`src/rtl/instr_sequencer.sv`:
```
// rtl/instr_sequencer.sv - multi-cycle fetch/decode/execute control FSM for the 8-bit processor
//
// Steps one ROM instruction per three one_shot_clock pulses (FETCH, DECODE,
// EXECUTE) and drives registered, glitch-free one-cycle strobes for the
// A/B/OUT registers, the ALU and the w_bus source mux.
//
// Ports:
//   one_shot_clock  step clock (one edge per debounced key press)
//   reset           synchronous, active-high; overrides run and any instruction
//   run             enable stepping out of IDLE / continue after EXECUTE
//   instr           ROM word at address pc (combinational ROM)
//   pc              program counter to the ROM
//   ld_ir           instruction-register load strobe, high in FETCH
//   ld_a/ld_b/ld_out register loads from w_bus, high only in EXECUTE
//   alu_en          ALU latch strobe, high only in EXECUTE
//   alu_sel         ALU operation select, holds outside EXECUTE
//   w_sel           w_bus source: 0 none, 1 ALU, 2 SW[7:0], 3 SW[15:8], 4 A, 5 B
//   state           FSM state code: IDLE 0, FETCH 1, DECODE 2, EXECUTE 3, HALT 4
//   halted          high in HALT
module instr_sequencer #(
   parameter int PC_W     = 8,
   parameter int PROG_LEN = 16,
   parameter bit WRAP     = 1'b0
) (
   input  logic            one_shot_clock,
   input  logic            reset,
   input  logic            run,
   input  logic [7:0]      instr,
   output logic [PC_W-1:0] pc,
   output logic            ld_ir,
   output logic            ld_a,
   output logic            ld_b,
   output logic            ld_out,
   output logic            alu_en,
   output logic [3:0]      alu_sel,
   output logic [2:0]      w_sel,
   output logic [2:0]      state,
   output logic            halted
);

   typedef enum logic [2:0] {
      S_IDLE    = 3'd0,
      S_FETCH   = 3'd1,
      S_DECODE  = 3'd2,
      S_EXECUTE = 3'd3,
      S_HALT    = 3'd4
   } state_t;

   localparam logic [PC_W-1:0] LAST_PC = PC_W'(PROG_LEN - 1);

   state_t          state_q, state_d;
   logic [7:0]      ir_q, ir_d;
   logic [PC_W-1:0] pc_d;
   logic            ld_ir_d, ld_a_d, ld_b_d, ld_out_d, alu_en_d;
   logic [3:0]      alu_sel_d;
   logic [2:0]      w_sel_d;
   logic            dst_load;

   logic [3:0] op;
   logic [1:0] dst;
   logic       unused_ir_bits;

   assign op             = ir_q[7:4];
   assign dst            = ir_q[3:2];
   assign unused_ir_bits = ^ir_q[1:0];

   assign state  = state_q;
   assign halted = (state_q == S_HALT);

   always_ff @(posedge one_shot_clock) begin
      if (reset) begin
         state_q <= S_IDLE;
         pc      <= '0;
         ir_q    <= '0;
         ld_ir   <= 1'b0;
         ld_a    <= 1'b0;
         ld_b    <= 1'b0;
         ld_out  <= 1'b0;
         alu_en  <= 1'b0;
         alu_sel <= 4'd0;
         w_sel   <= 3'd0;
      end else begin
         state_q <= state_d;
         pc      <= pc_d;
         ir_q    <= ir_d;
         ld_ir   <= ld_ir_d;
         ld_a    <= ld_a_d;
         ld_b    <= ld_b_d;
         ld_out  <= ld_out_d;
         alu_en  <= alu_en_d;
         alu_sel <= alu_sel_d;
         w_sel   <= w_sel_d;
      end
   end

   // Strobe values are computed one state ahead and registered on the edge
   // that enters the state they belong to, so every output comes straight
   // from a flop. Everything defaults to 0 so leaving EXECUTE clears them.
   always_comb begin
      state_d   = state_q;
      pc_d      = pc;
      ir_d      = ir_q;
      ld_a_d    = 1'b0;
      ld_b_d    = 1'b0;
      ld_out_d  = 1'b0;
      alu_en_d  = 1'b0;
      alu_sel_d = alu_sel;
      w_sel_d   = 3'd0;
      dst_load  = 1'b0;

      case (state_q)
         S_IDLE: begin
            if (run) state_d = S_FETCH;
         end
         S_FETCH: begin
            ir_d    = instr;
            state_d = S_DECODE;
         end
         S_DECODE: begin
            state_d = S_EXECUTE;
            if (!op[3]) begin
               alu_en_d  = 1'b1;
               alu_sel_d = op;
            end else begin
               case (op)
                  4'h8: begin w_sel_d = 3'd1; dst_load = 1'b1; end
                  4'h9: begin w_sel_d = 3'd2; dst_load = 1'b1; end
                  4'hA: begin w_sel_d = 3'd3; dst_load = 1'b1; end
                  4'hB: begin
                     w_sel_d  = (dst == 2'b00) ? 3'd4 : 3'd5;
                     ld_out_d = 1'b1;
                  end
                  default: ;
               endcase
            end
            // dst 11 leaves the mux driven but loads nothing
            if (dst_load) begin
               case (dst)
                  2'b00:   ld_a_d   = 1'b1;
                  2'b01:   ld_b_d   = 1'b1;
                  2'b10:   ld_out_d = 1'b1;
                  default: ;
               endcase
            end
         end
         S_EXECUTE: begin
            if (op == 4'hF) begin
               state_d = S_HALT;
            end else if (pc == LAST_PC) begin
               if (WRAP) begin
                  pc_d    = '0;
                  state_d = run ? S_FETCH : S_IDLE;
               end else begin
                  state_d = S_HALT;
               end
            end else begin
               pc_d    = pc + PC_W'(1);
               state_d = run ? S_FETCH : S_IDLE;
            end
         end
         S_HALT: begin
            state_d = S_HALT;
         end
         default: begin
            state_d = S_IDLE;
         end
      endcase

      ld_ir_d = (state_d == S_FETCH);
   end

endmodule

```
`config.mk`:
```
export PLATFORM = sky130hd
export DESIGN_NAME = instr_sequencer
export DESIGN_NICKNAME = d
export VERILOG_FILES = /design/src/rtl/instr_sequencer.sv
export SDC_FILE = /design/constraint.sdc
export NUM_CORES = 1
export LEC_CHECK = 0
export BUFFER_PORTS_ARGS = -buffer_cell sky130_fd_sc_hd__buf_2
export CORE_ASPECT_RATIO = 1.5
export CORE_UTILIZATION = 50
export CTS_BUF_LIST = sky130_fd_sc_hd__clkbuf_4
export CTS_CLUSTER_SIZE = 8
export DETAILED_ROUTE_END_ITERATION = 12
export GPL_TIMING_DRIVEN = 0
export PLACE_DENSITY = 0.74
export SETUP_SLACK_MARGIN = 0.02
export SYNTH_ARGS = -nofsm -noshare
export SYNTH_HDL_FRONTEND = slang
export SYNTH_SLANG_ARGS = --single-unit
```
`constraint.sdc`:
```
create_clock -name one_shot_clock -period 2.4 [get_ports one_shot_clock]
set_input_delay 0.36 -clock one_shot_clock [delete_from_list [all_inputs] [get_ports one_shot_clock]]
set_output_delay 0.36 -clock one_shot_clock [all_outputs]
set_load 0.05 [all_outputs]
```
==> flow_summary.toml <==
[floorplanning]
coreArea_mm2 = 0.002052
die_x_um = 40.53
die_h_um = 59.80
die_area_mm2 = 0.002424
io_pins = 35
num_rows = 20
start_util_pct = 54.27

[power]
leakagePower_nw = 0.5985
p_switching_mw = 0.2071
power.density_mw_per_mm2 = 657.8
p_sw_share_pct = 23.35
comb_power_share_pct = 10.3
clockPowerShare_pct = 33.9
seq_power_share_pct = 55.8
irDropWorstVdd_mv = 0.4442
power.total_mw = 0.8872
p_int_mw = 0.6801

[synthesis]
synthFlopType = "dfxtp_1"
synth_edf_count = 0
synth_area_per_cell_um2 = 9.768
ys_seq_area_share_pct = 50.34
async_reset_ff_share_pct = 0
synth_cell_type_count = 36
synthesis.instances = 114
synth_area_mm2 = 0.001114
yosys_warnings = 0
ys_seq_elements = 28
syn_nets = 126

[critical_path]
critPathRequiredTime_ps = 2040
crit_buf_inv = 1
r2r_start = "state[0]$_SDFF_PP0_"
reg2reg_setup_slack_ps = 650
start_kind = "register"
reg2reg_depth = 5
worstPathMaxFanout = 7
worstReg2RegEnd = "pc[5]$_SDFFE_PP0P_"
cp.arrival_ps = 1490
cp-end-kind = "primary output"
slowest_stage = "dfxtp_1"
critPathTopFamily = "flip-flops"
cp_slowest_stage_delay_ps = 500
path_class = "register to primary output"
critical_path.cell_chain = "nor3b_1 -> buf_2"

[timing]
fmax_mhz = 540.0
hold_ws_ps = 272.3
rsz0062_at_grt = "false"
report.final.slew_viol_count = 0
fin_setup_tns_ps = 0
hold_viol = 0
finalSetupViolations = 0
skew_ps = 5.151
worst_slack_ps = 548.2
fin_crit_sh_pct = 77.16
final.min_clock_period_ps = 1852

[hold_path]
hold_end = "ir_q[2]$_SDFFE_PP0N_"
hold_class = "input port to register"
min_path_cells = 3
hold_path.startpoint = "instr[2]"

[clock_network]
numClockSinks = 28
post_cts_buffers = 0
htree_levels = 1
clk_latency_ps = 320
ctsRootBufferMaster = "clkbuf_4"
path_clk_slew_ps = 150
tritoncts = "yes"
ctsResizeCount = 0
ctsHoldBuffers = 0
clockBufferDepth = 2
cts_buffers = 3

[routing]
route.detailed.drc = 0
dr.pass1.iters = 4
drt_iter0_drc = 11
routed_via_density = 5.550
wl_per_cell_um = 13.09
drt_wl_total_um = 2238
antenna_left = 0
via_count = 949

[layout]
final_common_cell = "buf_2"
n_fill_cell = 193
layout-drive-gt1-share_pct = 28.19
antenna_cells = 0
area_delta_synth_final_pct = 21.12
fin_nets = 162
post-route-util_pct = 65.73
layout_common_cells = "31 x buf_2, 28 x dfxtp_1, 18 x nor2_1"
fin_area_mm2 = 0.001349
final_cells = 171

[global_route]
antenna_found_initial = 0
grt_max_degree = 17
grt_pass1_vias = 871
grt_overflow = 0
grt_first_pass_wirelength_um = 3705
grt_util_all_layers_pct = 21.96

[placed_design]
port_buffers = 31
dp_hpwl_um = 1662
place_ws_ps = 694.8
place_congestion = 0.7310
placed_area_mm2 = 0.001296
placed_cells = 167

[flow_run]
cap_violations = 0

[outcome]
outcome = "finished clean"
## per-layer routing
| layer | part of all wire [%] | track usage (%) | vias up |
|---|---|---|---|
| met5 | 0 | 0 | - |
| li1 | - | - | 474 |
| met1 | 39 | 24.29 | 448 |
| met2 | 58 | 39.91 | 25 |
| met3 | 2.7 | 2.230 | 2 |
| met4 | 0.85 | 8.571 | 0 |
## power by group through the flow
stage          sequential (mW)  clock [mW]  combinational (mW)
4_1_cts                  0.495       0.306              0.0929
2_1_floorplan            0.524           0              0.0470
3_3_place_gp             0.504           0              0.0896
6_report                 0.495       0.301              0.0917
3_5_place_dp             0.505           0              0.0915
5_1_grt                  0.498       0.325              0.0987
## synth_stat cells, types with 2 or more instances
master,count,area share [%]
mux2i_1,10,9.0
clkbuf_1,2,0.67
dfxtp_1,28,50
nand2_1,3,1.0
nand4_1,2,1.1
xor2_1,2,1.6
inv_1,2,0.67
nand3_1,2,0.90
or4_1,3,2.0
or3_1,3,1.7
o31ai_1,2,1.3
nor2_1,18,6.1
a21oi_1,8,3.6
o21ai_0,6,2.7
or2b_1,2,1.3
## registers in the layout (all words and copies together), names as in the netlist
signal,count
ld_a,1
ld_ir,1
ld_b,1
w_sel,3
state,3
ld_out,1
alu_en,1
alu_sel,3
pc,8
ir_q,6
## final cells by class
class                           instances  area [µm²]  share of cell area (%)
Clock inverter                          1       30.03                   2.226
Sequential cell                        28       560.5                   41.56
Multi-Input combinational cell         80       519.2                   38.50
Buffer                                  4       26.28                   1.948
Inverter                                2       7.507                  0.5566
Timing Repair Buffer                   31       155.1                   11.50
Clock buffer                            3       22.52                   1.670
Tap cell                               22       27.53                   2.041
## worst max-delay path by stage
stage	start	end	depth (start not counted)
finish	state[2]$_SDFF_PP0_	halted	2
global route	state[2]$_SDFF_PP0_	halted	2
global placement	pc[0]$_SDFFE_PP0P_	pc[5]$_SDFFE_PP0P_	6
floorplan	state[2]$_SDFF_PP0_	halted	1
CTS	state[2]$_SDFF_PP0_	halted	2
detailed placement	pc[0]$_SDFFE_PP0P_	pc[5]$_SDFFE_PP0P_	6
## logic make-up (layout without fill, tap and decap cells)
| logic type | count (synthesis) | count (layout) | share of synthesized area [%] |
|---|---|---|---|
| compound gates | 20 | 20 | 10.79 |
| mux | 10 | 10 | 8.989 |
| simple gates | 45 | 45 | 23.03 |
| xor+xnor | 3 | 3 | 2.360 |
| other cells | 1 | 1 | 0.3368 |
| fa+ha+maj | 1 | 1 | 1.123 |
| buf+inv | 6 | 41 | 3.034 |
| flops | 28 | 28 | 50.34 |
## worst min-delay path, delay by kind of cell
kind | cells | cell delay, ps
buf+inv | 1 | 80
mux | 1 | 50
simple gates | 1 | 70
No activity file was read; power rests on OpenSTA's default activity.
